===== src/rtl/pc_sequencer.sv =====
// Program-counter sequencer: fetches one instruction at a time, delivers it 1 cycle after ack, holds it under stall_i.
// Redirects flush in-flight fetches; PC_SEQUENCER_PERF_CNT_EN adds consumed-instruction / redirect counters.
module pc_sequencer #(
  parameter logic [15:0] RESET_PC = 16'h0000
) (
  input  logic        clk_i,
  input  logic        rst_i,
  input  logic        branch_req_i,
  input  logic        branch_en_i,
  input  logic [31:0] dest_addr_i,
  input  logic        stall_i,
  input  logic        halt_i,
  output logic        imem_req_o,
  output logic [15:0] imem_addr_o,
  input  logic        imem_ack_i,
  input  logic [31:0] imem_data_i,
  output logic [31:0] inst_o,
  output logic [15:0] inst_pc_o,
  output logic        inst_valid_o,
  output logic        flush_o,
  output logic        halted_o,
  output logic [31:0] fetch_cnt_o,
  output logic [31:0] redirect_cnt_o
);

  typedef enum logic [2:0] {
    S_IDLE    = 3'd0,
    S_FETCH   = 3'd1,
    S_DISCARD = 3'd2,
    S_WAIT    = 3'd3,
    S_HALT    = 3'd4
  } state_t;

  state_t      r_state;
  state_t      w_next_state;
  logic [15:0] r_pc;
  logic [15:0] r_addr;
  logic [31:0] r_inst;
  logic [15:0] r_inst_pc;
  logic        r_valid;
  logic        r_flush;

  logic        w_taken;
  logic [15:0] w_dest;
  logic        w_redirect;
  logic        w_consume;
  logic        w_ld_inst;
  logic        w_ld_addr;
  logic [15:0] w_addr_nxt;
  logic [15:0] w_pc_nxt;
  logic        w_unused_dest;

  assign w_taken       = branch_req_i & branch_en_i;
  assign w_dest        = dest_addr_i[15:0];
  assign w_unused_dest = ^dest_addr_i[31:16];

  always_ff @(posedge clk_i) begin
    if (rst_i) begin
      r_state <= S_IDLE;
    end else begin
      r_state <= w_next_state;
    end
  end

  always_comb begin
    w_next_state = r_state;
    w_redirect   = 1'b0;
    w_consume    = 1'b0;
    w_ld_inst    = 1'b0;
    w_ld_addr    = 1'b0;
    w_addr_nxt   = r_pc;
    w_pc_nxt     = r_pc;
    imem_req_o   = 1'b0;
    halted_o     = 1'b0;
    case (r_state)
      S_IDLE: begin
        w_next_state = S_FETCH;
        w_ld_addr    = 1'b1;
        if (w_taken) begin
          w_redirect = 1'b1;
          w_pc_nxt   = w_dest;
          w_addr_nxt = w_dest;
        end
      end
      S_FETCH: begin
        imem_req_o = 1'b1;
        if (w_taken) begin
          w_redirect = 1'b1;
          w_pc_nxt   = w_dest;
          if (imem_ack_i) begin
            // Data for the old path is dropped; restart straight at the target.
            w_ld_addr  = 1'b1;
            w_addr_nxt = w_dest;
          end else begin
            w_next_state = S_DISCARD;
          end
        end else if (imem_ack_i) begin
          w_ld_inst    = 1'b1;
          w_pc_nxt     = r_addr + 16'd1;
          w_next_state = S_WAIT;
        end
      end
      S_DISCARD: begin
        imem_req_o = 1'b1;
        if (w_taken) begin
          w_redirect = 1'b1;
          w_pc_nxt   = w_dest;
        end
        if (imem_ack_i) begin
          w_next_state = S_FETCH;
          w_ld_addr    = 1'b1;
          w_addr_nxt   = w_pc_nxt;
        end
      end
      S_WAIT: begin
        if (w_taken) begin
          w_redirect   = 1'b1;
          w_pc_nxt     = w_dest;
          w_next_state = S_FETCH;
          w_ld_addr    = 1'b1;
          w_addr_nxt   = w_dest;
        end else if (!stall_i) begin
          w_consume = 1'b1;
          if (halt_i) begin
            w_next_state = S_HALT;
          end else begin
            w_next_state = S_FETCH;
            w_ld_addr    = 1'b1;
            w_addr_nxt   = r_pc;
          end
        end
      end
      S_HALT: begin
        halted_o = 1'b1;
      end
      default: begin
        w_next_state = S_IDLE;
      end
    endcase
  end

  always_ff @(posedge clk_i) begin
    if (rst_i) begin
      r_pc      <= RESET_PC;
      r_addr    <= 16'h0000;
      r_inst    <= 32'h0000_0000;
      r_inst_pc <= 16'h0000;
      r_valid   <= 1'b0;
      r_flush   <= 1'b0;
    end else begin
      r_pc    <= w_pc_nxt;
      r_flush <= w_redirect;
      if (w_ld_addr) begin
        r_addr <= w_addr_nxt;
      end
      if (w_ld_inst) begin
        r_inst    <= imem_data_i;
        r_inst_pc <= r_addr;
        r_valid   <= 1'b1;
      end else if (w_redirect || w_consume) begin
        r_valid <= 1'b0;
      end
    end
  end

  assign imem_addr_o  = r_addr;
  assign inst_o       = r_inst;
  assign inst_pc_o    = r_inst_pc;
  assign inst_valid_o = r_valid;
  assign flush_o      = r_flush;

`ifdef PC_SEQUENCER_PERF_CNT_EN
  logic [31:0] r_fetch_cnt;
  logic [31:0] r_redirect_cnt;

  always_ff @(posedge clk_i) begin
    if (rst_i) begin
      r_fetch_cnt    <= 32'd0;
      r_redirect_cnt <= 32'd0;
    end else begin
      if (w_consume) begin
        r_fetch_cnt <= r_fetch_cnt + 32'd1;
      end
      if (w_redirect) begin
        r_redirect_cnt <= r_redirect_cnt + 32'd1;
      end
    end
  end

  assign fetch_cnt_o    = r_fetch_cnt;
  assign redirect_cnt_o = r_redirect_cnt;
`else
  assign fetch_cnt_o    = 32'd0;
  assign redirect_cnt_o = 32'd0;
`endif

endmodule


===== config.mk =====
export PLATFORM = sky130hd
export DESIGN_NAME = pc_sequencer
export DESIGN_NICKNAME = d
export VERILOG_FILES = /design/src/rtl/pc_sequencer.sv
export SDC_FILE = /design/constraint.sdc
export NUM_CORES = 1
export LEC_CHECK = 0
export ABC_AREA = 1
export BUFFER_PORTS_ARGS = -buffer_cell sky130_fd_sc_hd__buf_2
export CORE_ASPECT_RATIO = 0.75
export CORE_MARGIN = 3
export CORE_UTILIZATION = 48
export CTS_CLUSTER_DIAMETER = 200
export DETAILED_ROUTE_END_ITERATION = 10
export PLACE_DENSITY = 0.77
export SLEW_MARGIN = 0
export SYNTH_ARGS = -nofsm -noshare
export SYNTH_HDL_FRONTEND = slang
export SYNTH_SLANG_ARGS = --single-unit

===== constraint.sdc =====
create_clock -name clk_i -period 1.7 [get_ports clk_i]
set_input_delay 0.255 -clock clk_i [delete_from_list [all_inputs] [get_ports clk_i]]
set_output_delay 0.255 -clock clk_i [all_outputs]
set_load 0.05 [all_outputs]

==> impl_metrics.sql, run 1 <==
INSERT INTO impl_metrics (metric_group, metric, value, unit) VALUES
('route', 'drt-initial-drc-count', '341', ''),
('global_route', 'grt_usage', '22.5', '%'),
('final_layout', 'ff_latch_area', '0.00171', 'mm²'),
('floorplanning', 'die-width', '121', 'µm'),
('timing', 'timing.final.crit_period', '1.59', 'ns'),
('clocking', 'number_of_clock_sinks', '85', ''),
('route', 'wire_per_inst', '12.7', 'µm'),
('yosys', 'ys_top_cells_by_area', 'sky130_fd_sc_hd__dfxtp_1, sky130_fd_sc_hd__nand2_1, sky130_fd_sc_hd__nor2_1', ''),
('power_and_ir_drop', 'fin_total_pwr', '10500', 'µW'),
('outcome', 'run_status', 'finished, final reports clean', ''),
('yosys', 'synthTopCellsByCount', 'sky130_fd_sc_hd__nand2_1, sky130_fd_sc_hd__nor2_1, sky130_fd_sc_hd__dfxtp_1, sky130_fd_sc_hd__o21ai_0, sky130_fd_sc_hd__buf_4', ''),
('timing', 'post_route_hold_slack', '0.139', 'ns'),
('yosys', 'synthCells', '731', ''),
('yosys', 'synth_top_flop_cell', 'sky130_fd_sc_hd__dfxtp_1', ''),
('flow_run', 'timing.max_cap.violations', '0', ''),
('timing', 'setup_violations', '0', ''),
('floorplanning', 'die_height', '92', 'µm'),
('global_route', 'grt.overflow.total', '0', ''),
('clocking', 'clockBufferDepth', '2', ''),
('floorplanning', 'rows', '30', ''),
('clocking', 'cts.clk_slew.worst_paths', '0.06', 'ns'),
('timing', 'timing.clock.skew', '0.00581', 'ns'),
('placement', 'gp_congestion', '0.864', ''),
('yosys', 'yosysWarnings', '0', ''),
('yosys', 'netlist.area_leader.share', '36.0', '%'),
('yosys', 'synth_area', '0.00473', 'mm²'),
('setup_path', 'cp_class', 'register to primary output', ''),
('global_route', 'grt_first_pass_wirelength', '20.4', 'mm'),
('yosys', 'netlist.top_cell.by_area', 'sky130_fd_sc_hd__dfxtp_1', ''),
('timing', 'rsz_0062_raised_after_global_routing', 'false', ''),
('placement', 'dp.final_hpwl', '9.17', 'mm'),
('final_layout', 'layout.filler_cells', '972', ''),
('power_and_ir_drop', 'vdd.ir_drop.worst', '802', 'µV'),
('yosys', 'yosysMostFrequentCell', 'sky130_fd_sc_hd__nand2_1', ''),
('floorplanning', 'start_util', '50.8', '%'),
('route', 'drt-total-wl', '12.5', 'mm'),
('global_route', 'grt_max_degree', '49', ''),
('final_layout', 'area_delta_synth_final', '19.2', '%'),
('final_layout', 'post_route_cells_drive_above_1_share', '21.4', '%'),
('power_and_ir_drop', 'power_density', '1860', 'mW/mm²'),
('placement', 'post_place_cells', '971', ''),
('yosys', 'post_synth.cell_area_avg', '6.48', 'µm²'),
('clocking', 'cts_inserted_buffers', '9', ''),
('timing', 'final_worst_setup_slack', '0.111', 'ns'),
('yosys', 'ys_types', '28', ''),
('route', 'final_antenna_net_count', '0', ''),
('clocking', 'ctsRootBufferMaster', 'sky130_fd_sc_hd__clkbuf_16', ''),
('yosys', 'async_reset_ff_share', '0', '%'),
('timing', 'post-route-period-util', '93.5', '%'),
('route', 'drc_violation_count_after_routing', '0', ''),
('final_layout', 'num-nets-final', '927', ''),
('global_route', 'number_of_antenna_violations_at_the_first_check_in_global_routing', '0', ''),
('timing', 'number_of_max_slew_violations_in_the_final_report', '0', ''),
('setup_path', 'worstSetupEndpointType', 'primary output', ''),
('clocking', 'tritoncts_clock_tree', 'yes', ''),
('timing', 'timing.fmax', '0.629', 'GHz'),
('floorplanning', 'floorplan.io_pins', '203', ''),
('hold_path', 'hold_path_class', 'input pin to register', ''),
('setup_path', 'critical_path_required', '1.44', 'ns'),
('placement', 'dpl_worst_slack', '0.0806', 'ns'),
('route', 'detailroute.via_count', '4669', ''),
('placement', 'buffer_ports.inserted', '122', ''),
('setup_path', 'critical_path_arrival', '1.33', 'ns'),
('setup_path', 'path_max_fanout', '7', ''),
('timing', 'tns', '0', 'ns'),
('route', 'detailedRoute.firstPassIterationCount', '5', ''),
('power_and_ir_drop', 'static-leakage-power', '0.00301', 'µW'),
('route', 'vias_per_instance', '4.73', ''),
('timing', 'hold_violations', '0', ''),
('final_layout', 'final-instance-count-excl-fill', '988', ''),
('setup_path', 'cp-start-kind', 'register', ''),
('global_route', 'first_global_vias', '4184', ''),
('clocking', 'insertion_delay', '0.33', 'ns'),
('yosys', 'synth-seq-area-share', '36.0', '%'),
('clocking', 'htree_levels', '3', ''),
('yosys', 'number_of_synthesized_register_bits', '85', ''),
('floorplanning', 'design.die.area', '0.0111', 'mm²'),
('final_layout', 'multi_input_area', '0.00244', 'mm²'),
('final_layout', 'num_antenna_cells', '0', ''),
('floorplanning', 'core_area', '0.00931', 'mm²'),
('yosys', 'synth-edff-count', '0', '');
worst max-delay path, cell delays in order (launching register included):
cell	delay (ns)
sky130_fd_sc_hd__dfxtp_1	0.35
sky130_fd_sc_hd__inv_4	0.12
sky130_fd_sc_hd__nand3_2	0.13
sky130_fd_sc_hd__nand2_2	0.18
sky130_fd_sc_hd__buf_4	0.23
kinds of logic (layout without fill, tap and decap cells):
logic type	after synthesis	after routing	synth area share, %
buf+inv	149	215	17.7
xor+xnor	2	2	0.370
fa+ha+maj	1	1	0.264
flops	85	85	36.0
compound gates	141	141	16.2
other cells	1	64	0.0792
simple gates	352	352	29.4
per-stage QoR:
stage	cell area (µm²)	util, %
final	5640	60.6
after detailed placement	5340	57.3
after CTS	5610	60.3
after global placement	5340	57.3
after global routing	5640	60.6
after floorplan	4980	-
sequential cells by signal (all words and copies together), names as in the netlist:
signal and flops:
inst_o 32, inst_pc_o 16, flush_o 1, r_state 3, r_pc 16, imem_addr_o 16, inst_valid_o 1
path summary, 6_finish.rpt:
path | from | end | slack [ns] | depth (start not counted)
setup / recovery | r_state[2] | imem_req_o | 0.11 | 4
hold / removal | imem_data_i[25] | inst_o[25] | 0.14 | 3
setup reg to reg | imem_addr_o[1] | r_pc[10] | 0.18 | 7
hold reg to reg | r_pc[0] | r_pc[0] | 0.46 | 2
final cells by class:
| class | instances | area share [%] |
|---|---|---|
| clock inverter | 6 | 0.843 |
| multi-input combinational | 560 | 43.3 |
| tap | 128 | 2.84 |
| sequential | 85 | 30.2 |
| inverter | 52 | 3.55 |
| clock buffer | 10 | 4.06 |
| timing repair buffer | 147 | 15.1 |
layer usage:
metal / track usage, % / up-vias / wire length (µm)
met2: 32.1 / 177 / 5270
met1: 32.7 / 2034 / 5950
met4: 5.19 / 0 / 133
met5: 0 / - / 0
met3: 7.46 / 12 / 1180
li1: - / 2446 / -
where the power goes:
group | switching [µW] | total (µW) | internal, µW
Combinational | 4110 | 5690 | 1580
Sequential | 388 | 2980 | 2590
Clock | 824 | 1830 | 1000
Total | 5320 | 10500 | 5180
placed cells by master (no fill, tap or decap):
master	count
sky130_fd_sc_hd__clkbuf_16	9
sky130_fd_sc_hd__conb_1	64
sky130_fd_sc_hd__a21oi_1	31
sky130_fd_sc_hd__o21bai_1	1
sky130_fd_sc_hd__clkinv_4	2
sky130_fd_sc_hd__buf_12	4
sky130_fd_sc_hd__o21ai_0	85
sky130_fd_sc_hd__clkinv_2	1
sky130_fd_sc_hd__ha_1	1
sky130_fd_sc_hd__nand3_1	24
sky130_fd_sc_hd__nor3_2	1
sky130_fd_sc_hd__buf_6	1
sky130_fd_sc_hd__dfxtp_1	82
sky130_fd_sc_hd__nand2_1	173
sky130_fd_sc_hd__a21oi_2	1
sky130_fd_sc_hd__dfxtp_2	3
sky130_fd_sc_hd__nor2_4	2
sky130_fd_sc_hd__inv_1	43
sky130_fd_sc_hd__inv_6	2
sky130_fd_sc_hd__buf_2	121
sky130_fd_sc_hd__nand3_2	3
sky130_fd_sc_hd__o211ai_1	17
sky130_fd_sc_hd__clkbuf_1	1
sky130_fd_sc_hd__xor2_1	2
sky130_fd_sc_hd__buf_4	21
sky130_fd_sc_hd__and2_1	1
sky130_fd_sc_hd__clkinv_1	2
sky130_fd_sc_hd__inv_4	2
sky130_fd_sc_hd__o21ai_1	4
sky130_fd_sc_hd__nand2_2	2
sky130_fd_sc_hd__inv_2	5
sky130_fd_sc_hd__nor2_2	1
sky130_fd_sc_hd__nand4_1	3
sky130_fd_sc_hd__clkinvlp_4	1
sky130_fd_sc_hd__o21ai_2	1
sky130_fd_sc_hd__nor2_1	142
sky130_fd_sc_hd__o211ai_2	1
what timing repair did:
item,4_1_cts,5_1_grt
hold endpoints to repair,0,0
setup endpoints to repair,1,42
setup buffers,0,1
gates resized for setup,1,8
hold buffers,0,0
(Power assumes the default switching activity.)
==> run 2: changes to the inputs <==
--- a/config.mk
+++ b/config.mk
@@ -13,6 +13,7 @@
 export CTS_CLUSTER_DIAMETER = 200
 export DETAILED_ROUTE_END_ITERATION = 10
 export PLACE_DENSITY = 0.77
+export REMOVE_ABC_BUFFERS = 1
 export SLEW_MARGIN = 0
 export SYNTH_ARGS = -nofsm -noshare
 export SYNTH_HDL_FRONTEND = slang
==> impl_metrics.sql, run 2 (same netlist as run 1, synthesis figures left out) <==
INSERT INTO impl_metrics (metric_group, metric, value, unit) VALUES
('outcome', 'run_status', 'finished, final reports clean', ''),
('route', 'drc_violation_count_after_routing', '0', ''),
('power_and_ir_drop', 'power_density', '1890', 'mW/mm²'),
('global_route', 'grt_usage', '21.6', '%'),
('floorplanning', 'design.die.area', '0.0111', 'mm²'),
('clocking', 'htree_levels', '3', ''),
('power_and_ir_drop', 'static-leakage-power', '0.00305', 'µW'),
('clocking', 'clockBufferDepth', '2', ''),
('power_and_ir_drop', 'fin_total_pwr', '10800', 'µW'),
('power_and_ir_drop', 'vdd.ir_drop.worst', '864', 'µV'),
('clocking', 'number_of_clock_sinks', '85', ''),
('global_route', 'first_global_vias', '4151', ''),
('placement', 'buffer_ports.inserted', '122', ''),
('route', 'wl_met1', '5.90', 'mm'),
('timing', 'tns', '0', 'ns'),
('final_layout', 'layout.filler_cells', '938', ''),
('setup_path', 'critical_path_arrival', '1.35', 'ns'),
('timing', 'timing.final.crit_period', '1.61', 'ns'),
('route', 'detailroute.via_count', '4750', ''),
('clocking', 'cts_inserted_buffers', '9', ''),
('final_layout', 'num-nets-final', '928', ''),
('setup_path', 'worstSetupEndpointType', 'primary output', ''),
('route', 'total_met2_wirelength_after_detailed_routing', '5.64', 'mm'),
('clocking', 'tritoncts_clock_tree', 'yes', ''),
('clocking', 'ctsRootBufferMaster', 'sky130_fd_sc_hd__clkbuf_16', ''),
('timing', 'timing.clock.skew', '0.00783', 'ns'),
('route', 'final_antenna_net_count', '0', ''),
('floorplanning', 'core_area', '0.00931', 'mm²'),
('final_layout', 'final-instance-count-excl-fill', '989', ''),
('global_route', 'grt_first_pass_wirelength', '19.7', 'mm'),
('global_route', 'grt_max_degree', '58', ''),
('floorplanning', 'floorplan.io_pins', '203', ''),
('route', 'top_layer', 'met4', ''),
('final_layout', 'mostFrequentLayoutCells', 'sky130_fd_sc_hd__nand2_1, sky130_fd_sc_hd__nor2_1, sky130_fd_sc_hd__buf_2', ''),
('route', 'detailedRoute.firstPassIterationCount', '5', ''),
('global_route', 'number_of_antenna_violations_at_the_first_check_in_global_routing', '0', ''),
('placement', 'placement.cell_area', '0.00536', 'mm²'),
('timing', 'post_route_hold_slack', '0.145', 'ns'),
('route', 'routed-wl-met3', '886', 'µm'),
('placement', 'gp_congestion', '0.897', ''),
('final_layout', 'largest_register_ff_count', '32', ''),
('timing', 'rsz_0062_raised_after_global_routing', 'false', ''),
('timing', 'number_of_max_slew_violations_in_the_final_report', '0', ''),
('floorplanning', 'die_height', '92', 'µm'),
('route', 'wire_per_inst', '12.7', 'µm'),
('floorplanning', 'start_util', '50.8', '%'),
('final_layout', 'area_delta_synth_final', '21.0', '%'),
('hold_path', 'hold_path_class', 'input pin to register', ''),
('final_layout', 'num_antenna_cells', '0', ''),
('placement', 'dp.final_hpwl', '9.01', 'mm'),
('clocking', 'insertion_delay', '0.33', 'ns'),
('clocking', 'cts.clk_slew.worst_paths', '0.06', 'ns'),
('global_route', 'grt.overflow.total', '0', ''),
('route', 'drt-initial-drc-count', '414', ''),
('timing', 'timing.fmax', '0.622', 'GHz'),
('setup_path', 'cp_class', 'register to primary output', ''),
('route', 'drt-total-wl', '12.5', 'mm'),
('route', 'vias_per_instance', '4.80', ''),
('final_layout', 'post_route_cells_drive_above_1_share', '21.0', '%'),
('timing', 'setup_violations', '0', ''),
('setup_path', 'path_max_fanout', '9', ''),
('floorplanning', 'rows', '30', ''),
('final_layout', 'design_area_final', '0.00573', 'mm²'),
('placement', 'post_place_cells', '972', ''),
('setup_path', 'cp-start-kind', 'register', ''),
('timing', 'hold_violations', '0', ''),
('clocking', 'hold_fix_buffers_at_cts', '0', ''),
('timing', 'post-route-period-util', '94.6', '%'),
('final_layout', 'most_common_cell_after_layout_fill_and_taps_aside', 'sky130_fd_sc_hd__nand2_1', ''),
('setup_path', 'critical_path_required', '1.44', 'ns'),
('flow_run', 'timing.max_cap.violations', '0', ''),
('floorplanning', 'die-width', '121', 'µm');
## run 2: cell types whose count changed in the layout (fill, tap and decap cells not counted), moves of 2 or more
cell / before / now
sky130_fd_sc_hd__buf_12: 4 / 6
sky130_fd_sc_hd__buf_4: 21 / 19
sky130_fd_sc_hd__bufinv_16: 0 / 2
sky130_fd_sc_hd__inv_2: 5 / 7
sky130_fd_sc_hd__inv_6: 2 / 0
sky130_fd_sc_hd__nor2_1: 142 / 144
## run 2: worst paths after layout
| check | start | end | slack [ns] | depth (start not counted) |
|---|---|---|---|---|
| setup reg to reg | r_state[1] | inst_o[0] | 0.14 | 9 |
| setup / recovery | r_state[0] | imem_req_o | 0.09 | 4 |
| hold / removal | imem_data_i[14] | inst_o[14] | 0.15 | 3 |
| hold reg to reg | r_pc[0] | r_pc[0] | 0.47 | 2 |
## run 2: per-stage QoR
step                      util, %  setup slack (ns)
after floorplan                 -            -0.452
after global placement       57.6             0.123
after detailed placement     57.6            0.0861
after CTS                    61.1            0.0410
after global routing         61.5            0.0124
final                        61.5            0.0926
## run 2: metal layers
| layer | track usage [%] | vias up |
|---|---|---|
| li1 | - | 2453 |
| met1 | 30.3 | 2128 |
| met2 | 33.9 | 158 |
| met3 | 5.06 | 11 |
| met4 | 4.53 | 0 |
| met5 | 0 | - |
## run 2: area by class of cell
class                           instances  area (µm²)  share of cell area, %
Multi-Input combinational cell        560        2440                   42.6
Sequential cell                        85        1700                   29.8
Timing Repair Buffer                  148         905                   15.8
Clock buffer                           11         233                   4.06
Inverter                               52         198                   3.45
Tap cell                              128         160                   2.80
Clock inverter                          5        85.1                   1.49
## run 2: worst max-delay path, stage by stage, from the launching register on
cell	delay [ns]
sky130_fd_sc_hd__dfxtp_2	0.36
sky130_fd_sc_hd__nor2_1	0.16
sky130_fd_sc_hd__nand2_1	0.13
sky130_fd_sc_hd__nand2_4	0.18
sky130_fd_sc_hd__buf_6	0.19
## run 2: power by group
group          internal [µW]  switching, µW  total, µW
combinational           1660           4090       5750
sequential              2590            390       2980
clock                   1290            783       2080
total                   5540           5260      10800
## run 2: timing repair
item | in CTS | in global routing
setup buffers | 0 | 0
pin swaps | 0 | 1
gates resized for setup | 3 | 4
cloned | 0 | 1
setup endpoints to repair | 1 | 15
==> run 3: changes to the inputs <==
--- a/config.mk
+++ b/config.mk
@@ -9,11 +9,10 @@
 export BUFFER_PORTS_ARGS = -buffer_cell sky130_fd_sc_hd__buf_2
 export CORE_ASPECT_RATIO = 0.75
 export CORE_MARGIN = 3
-export CORE_UTILIZATION = 48
+export CORE_UTILIZATION = 52
 export CTS_CLUSTER_DIAMETER = 200
 export DETAILED_ROUTE_END_ITERATION = 10
-export PLACE_DENSITY = 0.77
-export REMOVE_ABC_BUFFERS = 1
+export PLACE_DENSITY = 0.83
 export SLEW_MARGIN = 0
 export SYNTH_ARGS = -nofsm -noshare
 export SYNTH_HDL_FRONTEND = slang
==> constraint.sdc (replaced) <==
create_clock -name clk_i -period 1.9 [get_ports clk_i]
set_input_delay 0.285 -clock clk_i [delete_from_list [all_inputs] [get_ports clk_i]]
set_output_delay 0.285 -clock clk_i [all_outputs]
set_load 0.05 [all_outputs]
==> impl_metrics.sql, run 3 (same netlist as run 1, synthesis figures left out) <==
INSERT INTO impl_metrics (metric_group, metric, value, unit) VALUES
('route', 'drt-total-wl', '12.3', 'mm'),
('final_layout', 'num_antenna_cells', '0', ''),
('power_and_ir_drop', 'power.net_switching', '4670', 'µW'),
('clocking', 'clockBufferDepth', '2', ''),
('route', 'drt-initial-drc-count', '495', ''),
('placement', 'buffer_ports.inserted', '122', ''),
('clocking', 'post_cts.resized_instances', '0', ''),
('timing', 'setup_violations', '0', ''),
('placement', 'dp.final_hpwl', '9.02', 'mm'),
('setup_path', 'cp_class', 'register to register', ''),
('timing', 'timing.final.crit_period', '1.76', 'ns'),
('timing', 'hold_violations', '0', ''),
('power_and_ir_drop', 'seq_power_share', '28.6', '%'),
('power_and_ir_drop', 'fin_total_pwr', '9270', 'µW'),
('final_layout', 'num-nets-final', '919', ''),
('clocking', 'insertion_delay', '0.34', 'ns'),
('final_layout', 'largest_register_ff_count', '32', ''),
('timing', 'final_worst_setup_slack', '0.136', 'ns'),
('clocking', 'hold_fix_buffers_at_cts', '0', ''),
('timing', 'timing_worst_slew_pin_value', '0.978', 'ns'),
('floorplanning', 'floorplan.io_pins', '203', ''),
('clocking', 'cts_post_setup_buffers_inserted', '0', ''),
('placement', 'gp_congestion', '0.867', ''),
('floorplanning', 'core_area', '0.00867', 'mm²'),
('setup_path', 'worstSetupEndpointType', 'register', ''),
('clocking', 'htree_levels', '3', ''),
('global_route', 'grt_first_pass_wirelength', '19.9', 'mm'),
('setup_path', 'critical_path_arrival', '2.04', 'ns'),
('route', 'detailedRoute.firstPassIterationCount', '5', ''),
('floorplanning', 'die-width', '116', 'µm'),
('power_and_ir_drop', 'internal-power', '4600', 'µW'),
('setup_path', 'path_max_fanout', '13', ''),
('outcome', 'run_status', 'finished, final reports clean', ''),
('floorplanning', 'die_height', '88.6', 'µm'),
('global_route', 'grt_usage', '24.3', '%'),
('power_and_ir_drop', 'power.clock.fraction', '18.3', '%'),
('final_layout', 'area_delta_synth_final', '16.2', '%'),
('power_and_ir_drop', 'p_comb_share', '53.1', '%'),
('final_layout', 'final-instance-count-excl-fill', '959', ''),
('power_and_ir_drop', 'power_switching_share', '50.4', '%'),
('route', 'drc_violation_count_after_routing', '0', ''),
('final_layout', 'post_route_cells_drive_above_1_share', '19.9', '%'),
('final_layout', 'mostFrequentLayoutCells', 'sky130_fd_sc_hd__nand2_1, sky130_fd_sc_hd__nor2_1, sky130_fd_sc_hd__buf_2', ''),
('power_and_ir_drop', 'power_density', '1690', 'mW/mm²'),
('global_route', 'first_global_vias', '4084', ''),
('floorplanning', 'rows', '29', ''),
('timing', 'tns', '0', 'ns'),
('global_route', 'grt_max_degree', '80', ''),
('timing', 'number_of_max_slew_violations_in_the_final_report', '0', ''),
('floorplanning', 'design.die.area', '0.0103', 'mm²'),
('route', 'final_antenna_net_count', '0', ''),
('clocking', 'tritoncts_clock_tree', 'yes', ''),
('route', 'vias_per_instance', '4.86', ''),
('clocking', 'cts.clk_slew.worst_paths', '0.06', 'ns'),
('route', 'detailroute.via_count', '4662', ''),
('setup_path', 'cp-start-kind', 'register', ''),
('hold_path', 'hold_path_class', 'input pin to register', ''),
('timing', 'timing.fmax', '0.567', 'GHz'),
('global_route', 'grt.overflow.total', '0', ''),
('timing', 'rsz_0062_raised_after_global_routing', 'false', ''),
('power_and_ir_drop', 'static-leakage-power', '0.00295', 'µW'),
('timing', 'timing.max_slew.rel_slack', '34.6', '%'),
('floorplanning', 'start_util', '54.6', '%'),
('flow_run', 'timing.max_cap.violations', '0', ''),
('timing', 'timing.clock.skew', '0.00762', 'ns'),
('timing', 'post-route-period-util', '92.8', '%'),
('setup_path', 'critical_path_required', '2.17', 'ns'),
('global_route', 'number_of_antenna_violations_at_the_first_check_in_global_routing', '0', ''),
('placement', 'dpl_worst_slack', '0.0968', 'ns'),
('power_and_ir_drop', 'vdd.ir_drop.worst', '760', 'µV'),
('clocking', 'ctsRootBufferMaster', 'sky130_fd_sc_hd__clkbuf_16', ''),
('placement', 'post_place_cells', '944', ''),
('final_layout', 'most_common_cell_after_layout_fill_and_taps_aside', 'sky130_fd_sc_hd__nand2_1', ''),
('clocking', 'cts_inserted_buffers', '9', ''),
('clocking', 'number_of_clock_sinks', '85', ''),
('route', 'wire_per_inst', '12.9', 'µm');
==> run 3: worst max-delay path: stages, from the launching register on <==
cell and delay (ns):
sky130_fd_sc_hd__dfxtp_1 0.31, sky130_fd_sc_hd__inv_2 0.08, sky130_fd_sc_hd__a21oi_1 0.09, sky130_fd_sc_hd__nor2_1 0.75, sky130_fd_sc_hd__o211ai_1 0.29, sky130_fd_sc_hd__a21oi_1 0.18
==> run 3: cell type report <==
class / instances / area (µm²)
fillers: 823 / 3170
clock inverters: 4 / 50.0
clock buffers: 11 / 233
well taps: 108 / 135
repair buffers: 139 / 751
inverters: 52 / 195
flip-flops and latches: 85 / 1700
multi-input cells: 560 / 2430
==> run 3: path summary, 6_finish.rpt <==
check,slack (ns),cells after the start,startpoint,end
worst max-delay path,0.14,5,r_state[1],r_pc[8]
worst max register to register,0.14,5,r_state[1],r_pc[8]
worst min-delay path,0.17,3,imem_data_i[29],inst_o[29]
worst min register to register,0.47,2,r_pc[0],r_pc[0]
==> run 3: through the flow <==
stage | util [%] | cell area [µm²] | hold slack (ns)
2_1_floorplan | - | 4970 | 0.354
3_3_place_gp | 60.2 | 5220 | 0.452
3_5_place_dp | 60.2 | 5220 | 0.461
4_1_cts | 63.4 | 5500 | 0.159
5_1_grt | 63.4 | 5500 | 0.168
6_report | 63.4 | 5500 | 0.170
==> run 3: power groups by stage <==
stage	combinational, µW	sequential [µW]	clock [µW]
after floorplan	2690	3800	0
after global placement	4820	2670	0
after detailed placement	4850	2670	0
after CTS	4890	2640	1730
after global routing	5400	2720	1810
final	4920	2650	1700
==> run 3: layer usage <==
metal,wire length (µm),up-vias,GRT usage [%]
met5,0,-,0
met4,110,0,4.85
met3,1260,14,7.79
met2,5390,212,36.4
met1,5580,2015,34.8
li1,-,2421,-
